===== config.mk =====
export PLATFORM = sky130hd
export DESIGN_NAME = id_stage_flat
export DESIGN_NICKNAME = d
export VERILOG_FILES = /design/src/rtl/id_stage_if.sv /design/src/rtl/id_stage.sv /design/src/flat_wrapper.sv
export SDC_FILE = /design/constraint.sdc
export NUM_CORES = 2
export LEC_CHECK = 0
export BUFFER_PORTS_ARGS = -buffer_cell sky130_fd_sc_hd__clkbuf_2
export CAP_MARGIN = 15
export CORE_MARGIN = 5
export CORE_UTILIZATION = 50
export CTS_BUF_LIST = sky130_fd_sc_hd__clkbuf_4 sky130_fd_sc_hd__clkbuf_8
export DETAILED_ROUTE_END_ITERATION = 10
export PLACE_DENSITY = 0.67
export SLEW_MARGIN = 20
export SYNTH_ARGS = -nofsm -noshare
export SYNTH_HDL_FRONTEND = slang
export SYNTH_SLANG_ARGS = --single-unit

===== constraint.sdc =====
create_clock -name i_clk -period 9.6 [get_ports i_clk]
set_input_delay 2.4 -clock i_clk [delete_from_list [all_inputs] [get_ports i_clk]]
set_output_delay 2.4 -clock i_clk [all_outputs]
set_load 0.05 [all_outputs]

===== src/rtl/id_stage_if.sv =====
// Interface between fetch, writeback, execute hazard inputs and the decode stage.
// The master side is the environment around ID; the slave side is id_stage itself.
interface id_stage_if #(
  parameter int XLEN = 32
);
  logic [31:0]     Ins;
  logic [XLEN-1:0] nextPC;
  logic            if_valid;
  logic            flush;
  logic            wb_we;
  logic [4:0]      wb_addr;
  logic [XLEN-1:0] wb_data;
  logic            ex_memread;
  logic [4:0]      ex_rt;
  logic            stall;
  logic            id_valid;
  logic [XLEN-1:0] id_pc4;
  logic [XLEN-1:0] id_rs_data;
  logic [XLEN-1:0] id_rt_data;
  logic [XLEN-1:0] id_imm;
  logic [4:0]      id_rs;
  logic [4:0]      id_rt;
  logic [4:0]      id_rd;
  logic [5:0]      id_funct;
  logic [6:0]      id_ctrl;

  modport master (
    output Ins, nextPC, if_valid, flush, wb_we, wb_addr, wb_data, ex_memread, ex_rt,
    input  stall, id_valid, id_pc4, id_rs_data, id_rt_data, id_imm,
           id_rs, id_rt, id_rd, id_funct, id_ctrl
  );

  modport slave (
    input  Ins, nextPC, if_valid, flush, wb_we, wb_addr, wb_data, ex_memread, ex_rt,
    output stall, id_valid, id_pc4, id_rs_data, id_rt_data, id_imm,
           id_rs, id_rt, id_rd, id_funct, id_ctrl
  );
endinterface


===== src/rtl/id_stage.sv =====
// Instruction-decode stage: IF/ID register, 32-entry register file with write-through
// bypass, load-use hazard detection, and the registered ID/EX bundle.
module id_stage #(
  parameter int              XLEN     = 32,
  parameter logic [31:0]     NOP_WORD = 32'h0000_0000,
  parameter bit              RF_CLEAR = 1'b1
) (
  input  logic      i_clk,
  input  logic      i_rst_n,
  id_stage_if.slave bus
);

  localparam logic [5:0] OP_RTYPE = 6'h00;
  localparam logic [5:0] OP_LW    = 6'h23;
  localparam logic [5:0] OP_SW    = 6'h2B;
  localparam logic [5:0] OP_BEQ   = 6'h04;
  localparam logic [5:0] OP_ADDI  = 6'h08;
  localparam logic [5:0] OP_J     = 6'h02;

  // Control word order: {RegWrite,MemRead,MemWrite,Branch,Jump,ALUSrc,RegDst}
  function automatic logic [6:0] f_decode(input logic [5:0] op);
    case (op)
      OP_RTYPE: f_decode = 7'b1000001;
      OP_LW:    f_decode = 7'b1100010;
      OP_SW:    f_decode = 7'b0010010;
      OP_BEQ:   f_decode = 7'b0001000;
      OP_ADDI:  f_decode = 7'b1000010;
      OP_J:     f_decode = 7'b0000100;
      default:  f_decode = 7'b0000000;
    endcase
  endfunction

  logic [31:0]            r_ins_p0;
  logic [XLEN-1:0]        r_pc4_p0;
  logic                   r_vld_p0;

  logic                   r_vld_p1;
  logic [XLEN-1:0]        r_pc4_p1;
  logic [XLEN-1:0]        r_rs_data_p1;
  logic [XLEN-1:0]        r_rt_data_p1;
  logic signed [XLEN-1:0] r_imm_p1;
  logic [4:0]             r_rs_p1;
  logic [4:0]             r_rt_p1;
  logic [4:0]             r_rd_p1;
  logic [5:0]             r_funct_p1;
  logic [6:0]             r_ctrl_p1;

  logic [XLEN-1:0]        r_rf [32];

  logic [4:0]             w_rs;
  logic [4:0]             w_rt;
  logic [XLEN-1:0]        w_rs_data;
  logic [XLEN-1:0]        w_rt_data;
  logic signed [XLEN-1:0] w_imm;
  logic                   w_stall;
  logic                   w_bubble;

  assign w_rs  = r_ins_p0[25:21];
  assign w_rt  = r_ins_p0[20:16];
  assign w_imm = {{(XLEN-16){r_ins_p0[15]}}, r_ins_p0[15:0]};

  // A flush kills the younger instruction anyway, so it overrides the hazard stall.
  assign w_stall  = r_vld_p0 & bus.ex_memread & (bus.ex_rt != 5'd0) &
                    ((bus.ex_rt == w_rs) | (bus.ex_rt == w_rt)) & ~bus.flush;
  assign w_bubble = bus.flush | w_stall | ~r_vld_p0;

  // Reads see a same-cycle writeback so WB->ID needs no extra stall.
  assign w_rs_data = (w_rs == 5'd0) ? '0 :
                     (bus.wb_we && bus.wb_addr == w_rs) ? bus.wb_data : r_rf[w_rs];
  assign w_rt_data = (w_rt == 5'd0) ? '0 :
                     (bus.wb_we && bus.wb_addr == w_rt) ? bus.wb_data : r_rf[w_rt];

  always_ff @(posedge i_clk) begin
    if (!i_rst_n) begin
      if (RF_CLEAR) begin
        for (int i = 0; i < 32; i++) r_rf[i] <= '0;
      end
    end else if (bus.wb_we && bus.wb_addr != 5'd0) begin
      r_rf[bus.wb_addr] <= bus.wb_data;
    end
  end

  // IF -> ID boundary
  always_ff @(posedge i_clk) begin
    if (!i_rst_n || bus.flush) begin
      r_ins_p0 <= NOP_WORD;
      r_pc4_p0 <= '0;
      r_vld_p0 <= 1'b0;
    end else if (!w_stall) begin
      r_ins_p0 <= bus.Ins;
      r_pc4_p0 <= bus.nextPC;
      r_vld_p0 <= bus.if_valid;
    end
  end

  // ID -> EX boundary
  always_ff @(posedge i_clk) begin
    if (!i_rst_n || w_bubble) begin
      r_vld_p1     <= 1'b0;
      r_pc4_p1     <= '0;
      r_rs_data_p1 <= '0;
      r_rt_data_p1 <= '0;
      r_imm_p1     <= '0;
      r_rs_p1      <= '0;
      r_rt_p1      <= '0;
      r_rd_p1      <= '0;
      r_funct_p1   <= '0;
      r_ctrl_p1    <= '0;
    end else begin
      r_vld_p1     <= 1'b1;
      r_pc4_p1     <= r_pc4_p0;
      r_rs_data_p1 <= w_rs_data;
      r_rt_data_p1 <= w_rt_data;
      r_imm_p1     <= w_imm;
      r_rs_p1      <= w_rs;
      r_rt_p1      <= w_rt;
      r_rd_p1      <= r_ins_p0[15:11];
      r_funct_p1   <= r_ins_p0[5:0];
      r_ctrl_p1    <= f_decode(r_ins_p0[31:26]);
    end
  end

  assign bus.stall      = w_stall;
  assign bus.id_valid   = r_vld_p1;
  assign bus.id_pc4     = r_pc4_p1;
  assign bus.id_rs_data = r_rs_data_p1;
  assign bus.id_rt_data = r_rt_data_p1;
  assign bus.id_imm     = r_imm_p1;
  assign bus.id_rs      = r_rs_p1;
  assign bus.id_rt      = r_rt_p1;
  assign bus.id_rd      = r_rd_p1;
  assign bus.id_funct   = r_funct_p1;
  assign bus.id_ctrl    = r_ctrl_p1;

endmodule


===== src/flat_wrapper.sv =====
// flat-port wrapper written by rule: the top's interface ports become plain ports
module id_stage_flat 
#(
  parameter int              XLEN     = 32,
  parameter logic [31:0]     NOP_WORD = 32'h0000_0000,
  parameter bit              RF_CLEAR = 1'b1
)
  (i_clk, i_rst_n, bus_Ins, bus_nextPC, bus_if_valid, bus_flush, bus_wb_we, bus_wb_addr, bus_wb_data, bus_ex_memread, bus_ex_rt, bus_stall, bus_id_valid, bus_id_pc4, bus_id_rs_data, bus_id_rt_data, bus_id_imm, bus_id_rs, bus_id_rt, bus_id_rd, bus_id_funct, bus_id_ctrl);
  id_stage_if #(.XLEN(XLEN)) bus_i ();
  input  logic i_clk;
  input  logic i_rst_n;
  input wire logic [$bits(bus_i.Ins)-1:0] bus_Ins;
  input wire logic [$bits(bus_i.nextPC)-1:0] bus_nextPC;
  input wire logic [$bits(bus_i.if_valid)-1:0] bus_if_valid;
  input wire logic [$bits(bus_i.flush)-1:0] bus_flush;
  input wire logic [$bits(bus_i.wb_we)-1:0] bus_wb_we;
  input wire logic [$bits(bus_i.wb_addr)-1:0] bus_wb_addr;
  input wire logic [$bits(bus_i.wb_data)-1:0] bus_wb_data;
  input wire logic [$bits(bus_i.ex_memread)-1:0] bus_ex_memread;
  input wire logic [$bits(bus_i.ex_rt)-1:0] bus_ex_rt;
  output wire logic [$bits(bus_i.stall)-1:0] bus_stall;
  output wire logic [$bits(bus_i.id_valid)-1:0] bus_id_valid;
  output wire logic [$bits(bus_i.id_pc4)-1:0] bus_id_pc4;
  output wire logic [$bits(bus_i.id_rs_data)-1:0] bus_id_rs_data;
  output wire logic [$bits(bus_i.id_rt_data)-1:0] bus_id_rt_data;
  output wire logic [$bits(bus_i.id_imm)-1:0] bus_id_imm;
  output wire logic [$bits(bus_i.id_rs)-1:0] bus_id_rs;
  output wire logic [$bits(bus_i.id_rt)-1:0] bus_id_rt;
  output wire logic [$bits(bus_i.id_rd)-1:0] bus_id_rd;
  output wire logic [$bits(bus_i.id_funct)-1:0] bus_id_funct;
  output wire logic [$bits(bus_i.id_ctrl)-1:0] bus_id_ctrl;
  assign bus_i.Ins = bus_Ins;
  assign bus_i.nextPC = bus_nextPC;
  assign bus_i.if_valid = bus_if_valid;
  assign bus_i.flush = bus_flush;
  assign bus_i.wb_we = bus_wb_we;
  assign bus_i.wb_addr = bus_wb_addr;
  assign bus_i.wb_data = bus_wb_data;
  assign bus_i.ex_memread = bus_ex_memread;
  assign bus_i.ex_rt = bus_ex_rt;
  assign bus_stall = bus_i.stall;
  assign bus_id_valid = bus_i.id_valid;
  assign bus_id_pc4 = bus_i.id_pc4;
  assign bus_id_rs_data = bus_i.id_rs_data;
  assign bus_id_rt_data = bus_i.id_rt_data;
  assign bus_id_imm = bus_i.id_imm;
  assign bus_id_rs = bus_i.id_rs;
  assign bus_id_rt = bus_i.id_rt;
  assign bus_id_rd = bus_i.id_rd;
  assign bus_id_funct = bus_i.id_funct;
  assign bus_id_ctrl = bus_i.id_ctrl;
  id_stage #(.XLEN(XLEN), .NOP_WORD(NOP_WORD), .RF_CLEAR(RF_CLEAR)) u_core (.i_clk(i_clk), .i_rst_n(i_rst_n), .bus(bus_i));
endmodule

# After elaboration in Yosys (flattened, before gate mapping)
# Memory sizes are Yosys's and may differ from the RTL's. A register that Yosys moved wholly into a read port is not among the register bits.
# Index checks and enable logic that the tools add are counted.
[word_totals]
reg_bits = 142
ramBits = 1024
input_bits = 112
output_inout_bits = 158
word_cells = 49
mem_count = 1
[classes]
n_eq_ne = 7
n_mux = 9
bitwise = 9
n_reduce_logical = 12
[mem_list]
columns = ["memory", "words", "word_bits", "read_ports", "rd_ports_with_merged_regs", "wr", "line", "source"]
rows = [
  ["u_core.r_rf", 32, 32, 2, 2, 32, "id_stage.sv:48", "logic [XLEN-1:0] r_rf [32];"],
]
[op_table]
columns = ["cell", "n"]
rows = [
  ["$pmux W7 S6", 1],
  ["$mux W32", 1],
  ["$reduce_or A32 Y1", 1],
  ["$eq A6 B6 Y1 const B", 2],
  ["$eq A5 B5 Y1", 2],
  ["$logic_not A5 Y1", 2],
  ["$reduce_bool A5 Y1", 2],
  ["$eq A6 B2 Y1 const B", 1],
  ["$eq A6 B3 Y1 const B", 1],
  ["$eq A6 B4 Y1 const B", 1],
  ["$logic_not A6 Y1", 1],
  ["$mux W1", 6],
  ["$mux W5", 1],
  ["$and A1 B1 Y1", 4],
  ["$reduce_or A2 Y1", 2],
  ["$or A1 B1 Y1", 3],
  ["$logic_or A1 B1 Y1", 2],
  ["$not A1 Y1", 2],
  ["$logic_and A1 B1 Y1", 1],
  ["$logic_not A1 Y1", 1],
]

# Logic depth before layout (Yosys ltp)
[depth]
depth_word = 8
mapped_depth = 11

# Worst setup path before layout
# Ideal clock, no wire load.
[synth_timing]
kind = "input to output"
from = "input port bus_ex_rt[4]"
to = "output port bus_stall"
arrival_time_ns = 4.333
required_time_ns = 7.200
path_slack_ns = 2.867
stages = 6
path_buffers = 2
path_cell_list = "xnor2_1 -> nand3_1 -> o22a_1 -> clkbuf_1 -> clkbuf_1 -> nor3_1"
[synth_between]
elab_chain_len = 4
word_cells_on_any_way = 7
[synth_lines]
columns = ["item", "line", "source"]
rows = [
  ["start: declaration", "flat_wrapper.sv:20", "input wire logic [$bits(bus_i.ex_rt)-1:0] bus_ex_rt;"],
  ["$eq A5 B5 Y1 or $reduce_bool A5 Y1 (tied branches)", "id_stage.sv:64, id_stage.sv:63", ""],
  ["$or A1 B1 Y1 or $and A1 B1 Y1 (tied branches)", "id_stage.sv:64, id_stage.sv:63", ""],
  ["$and A1 B1 Y1 *", "id_stage.sv:63", "assign w_stall = r_vld_p0 & bus.ex_memread & (bus.ex_rt != 5'd0) &"],
  ["$and A1 B1 Y1 *", "id_stage.sv:64", "((bus.ex_rt == w_rs) | (bus.ex_rt == w_rt)) & ~bus.flush;"],
  ["end: declaration", "flat_wrapper.sv:21", "output wire logic [$bits(bus_i.stall)-1:0] bus_stall;"],
]
# Every way passes the cells marked *; elsewhere a longest branch is shown, timed or not.

# Worst setup path after layout
[layout_timing]
from = "input port bus_ex_rt[0]"
to = "output port bus_stall"
# Same word-level chain as after synthesis.

==> reports/metrics.csv <==
stage;metric;value;unit
sta;max_freq;153;MHz
clock_tree;cts_root_buffer;clkbuf_8;
detailed_routing;antenna_left;0;
critical_path;crit_fanout;68;
grt;track_usage;0.330;
placed_design;io_buffers;269;
sta;min_period_over_period;0.683;
detailed_routing;num_vias;42900;
floorplan;fp.coreArea;0.123;mm^2
placed_design;place_inst;6075;
power_and_ir_drop;p_per_area;176;mW/mm^2
clock_tree;clkLatencyLatePin;0.96;ns
cells_and_area;design_area;0.0688;mm^2
clock_tree;cts.path.max_buffers;3;
sta;period_needed;6.56;ns
clock_tree;cts-htree-levels;4;
placed_design;hpwl;120000;um
grt;grt_max_degree;118;
critical_path;critPathArrivalTime;4.16;ns
placed_design;post-place-ws;3.05;ns
detailed_routing;via_per_inst;6.64;
synth;ys_seq_area_frac;0.562;
grt;antenna_found_initial;13;
detailed_routing;drtPass1Iterations;7;
power_and_ir_drop;p_leak;23.3;nW
synth;async_reset_ff_frac;0;
sta;setup_viol;0;
critical_path;cp-end-kind;output pin;
sta;worst_pin_slew;1.28;ns
min_path;hold_depth;1;
cells_and_area;drive_above_1_share;0.256;
cells_and_area;nets;4755;
floorplan;fp-row-count;129;
sta;finalSetupTns;0;ns
critical_path;worstPathRequired;7.20;ns
min_path;hp-class;reg2reg;
detailed_routing;drc;0;
clock_tree;cts_hold_buf;0;
synth;synth_edf_count;1024;
min_path;min_to;u_core.bus.id_pc4[15];
detailed_routing;drt_iter0_markers;6423;
job;maxCapViolCount;0;
cells_and_area;seqCellArea;0.0347;mm^2
cells_and_area;utilization;0.558;
placed_design;post_dp_cell_area;0.0646;mm^2
clock_tree;post_cts_buffers;0;
critical_path;r2r-end;u_core.bus.id_rs_data[19];
clock_tree;tritoncts;yes;
placed_design;place_congestion;0.877;
sta;drv_slew;0;
floorplan;die_x;361;um
grt;first_global_vias;42400;
synth;postSynthCellCount;4510;
run_status;status;completed;
clock_tree;cts-resized-gates;0;
grt;grt_pass1_wl;309000;um
critical_path;rrSetupSlack;4.91;ns
clock_tree;cts.sinks;1219;
clock_tree;numCtsBuffers;202;
power_and_ir_drop;peakVddDrop;0.000150;V
critical_path;start_kind;input port;
floorplan;die_h;361;um
floorplan;initial_utilization;0.501;
synth;synthFlopType;edfxtp_1;
critical_path;regToRegStartpoint;u_core.r_ins_p0[22];
sta;hold_viol;0;
cells_and_area;multi_input_area;0.0254;mm^2
sta;fin_skew;0.0683;ns
floorplan;io_pins;270;
floorplan;die-area;0.131;mm^2
grt;overflow;0;
critical_path;crit_type;in2out;
min_path;hp-start;u_core.r_pc4_p0[15];
cells_and_area;syn_to_final_growth;11.4;%
cells_and_area;fillers;9952;
synth;synth.distinct_cells;72;
synth;syn_area;0.0617;mm^2
cells_and_area;stdcell_count;6454;
detailed_routing;post_drt_wl_per_cell;34.2;um
synth;synth_seq_cells;1219;
sta;rsz0062_at_grt;no;
sta;max_slew_margin;0.142;
synth;syn_area_per_cell;13.7;um^2
detailed_routing;wl;220000;um
clock_tree;clkTransAtPathRegs;0.06;ns
sta;finalWorstSetupSlack;3.04;ns
synth;synth_warnings;0;
critical_path;reg2reg_depth;8;
==> Yosys cell counts (all sizes together), types with 6 or more instances <==
cell type | number | area (um^2)
a2111oi | 18 | 158
clkbuf | 299 | 1120
o32ai | 10 | 87.6
o21ai | 116 | 596
and2 | 1051 | 6580
nor3 | 15 | 80.1
o221ai | 7 | 61.3
mux2 | 15 | 184
a2111o | 19 | 214
or3 | 8 | 55.1
nand2 | 51 | 191
nor2b | 24 | 150
mux2i | 422 | 4220
a21oi | 80 | 400
edfxtp | 1024 | 30700
nand3 | 77 | 385
nand2b | 12 | 75.1
nor2 | 101 | 387
a211o | 22 | 193
nor4 | 42 | 269
or4 | 12 | 93.8
dfxtp | 195 | 3900
or3b | 10 | 87.6
and3 | 6 | 37.5
mux4 | 345 | 7770
a211oi | 30 | 335
o22a | 8 | 70.1
buf | 202 | 1280
xnor2 | 14 | 123
o211ai | 13 | 97.6
nand3b | 10 | 75.1
o22ai | 203 | 1270
xor2 | 6 | 52.6
a22oi | 8 | 60.1
==> routing by layer <==
layer,part of all wire,vias up,track usage,routed length [um]
met5,0.00018,-,0,40
li1,-,17300,-,-
met2,0.44,3305,0.492,96200
met4,0.058,6,0.171,12800
met3,0.14,683,0.102,29800
met1,0.37,21600,0.438,81600
==> power by group <==
part | switching (mW) | leakage, nW | internal, mW
clock | 2.17 | 2.21 | 2.57
combinational | 0.762 | 9.74 | 0.454
sequential | 0.159 | 11.3 | 5.99
==> through the flow <==
step                total power, mW  hold WS, ns
floorplan                      6.95        0.429
global placement               7.41        0.435
detailed placement             7.44        0.439
CTS                            12.1        0.453
global route                   12.4        0.468
finish                         12.1        0.451
==> layout make-up <==
| type | instances | share of cell area |
|---|---|---|
| diodes | 9 | 0.000328 |
| clock inverters | 54 | 0.00539 |
| multi-input cells | 2818 | 0.370 |
| clock buffers | 315 | 0.0549 |
| well taps | 1637 | 0.0298 |
| inverters | 3 | 0.000164 |
| flip-flops and latches | 1219 | 0.504 |
| repair buffers | 399 | 0.0350 |
==> state kept, by name (all words and copies together), names as in the netlist <==
| name | count |
|---|---|
| u_core.bus.id_valid | 1 |
| u_core.r_ins_p0 | 32 |
| u_core.r_pc4_p0 | 32 |
| u_core.bus.id_rt | 5 |
| u_core.bus.id_imm | 6 |
| u_core.bus.id_rd | 5 |
| u_core.bus.id_ctrl | 7 |
| u_core.bus.id_rs_data | 32 |
| u_core.bus.id_pc4 | 32 |
| u_core.r_rf | 1024 |
| u_core.bus.id_rs | 5 |
| u_core.bus.id_funct | 5 |
| u_core.r_vld_p0 | 1 |
| u_core.bus.id_rt_data | 32 |
==> critical path, stage by stage <==
cell and delay [ns]:
clkbuf_2 0.11, or4_1 0.55, o211ai_1 0.18, buf_4 0.54
nor3_1 0.10, clkbuf_2 0.26
==> logic make-up after synthesis <==
logic type	after synthesis	synth area share
other	1	0.0000608
and+or+nand+nor	1429	0.138
xor gates and xnor gates	20	0.00284
muxes	782	0.197
AOI/OAI and AO/OA	555	0.0607
DFF	1219	0.562
buffers and inverters	504	0.0392
==> layout by cell type, fill, tap and decap left out, types with 8 or more instances in the layout <==
cell type  instances
a2111o_1          19
a2111oi_1          9
a211o_1           22
a211oi_1           8
a211oi_2          22
a21oi_1           80
a22oi_1            8
and2_1          1051
buf_4            125
clkbuf_2         268
clkbuf_4          90
clkbuf_8         225
clkinv_1          23
clkinv_2          15
conb_1            32
dfxtp_1          186
dfxtp_4            9
diode_2            9
edfxtp_1        1024
mux2_2            11
mux2i_1          422
mux4_2           345
nand2_1           50
nand2b_1          10
nand3_1           75
nand3b_1          10
nor2_1            69
nor2_4            32
nor2b_1           21
nor3_1            13
nor4_1            41
o211ai_1          13
o21ai_0           82
o21ai_4           32
o22ai_1          202
o32ai_1           10
or3b_2             8
or4_1             11
xnor2_1           14
==> worst max-delay path by stage <==
stage                 start         to  slack [ns]  cells after the start
3_3_place_gp   bus_ex_rt[0]  bus_stall        3.02                      6
2_1_floorplan  bus_ex_rt[4]  bus_stall        2.87                      6
3_5_place_dp   bus_ex_rt[0]  bus_stall        3.05                      6
6_report       bus_ex_rt[0]  bus_stall        3.04                      6
5_1_grt        bus_ex_rt[0]  bus_stall        2.92                      6
4_1_cts        bus_ex_rt[0]  bus_stall        3.04                      6
No activity file was read; power rests on OpenSTA's default activity.
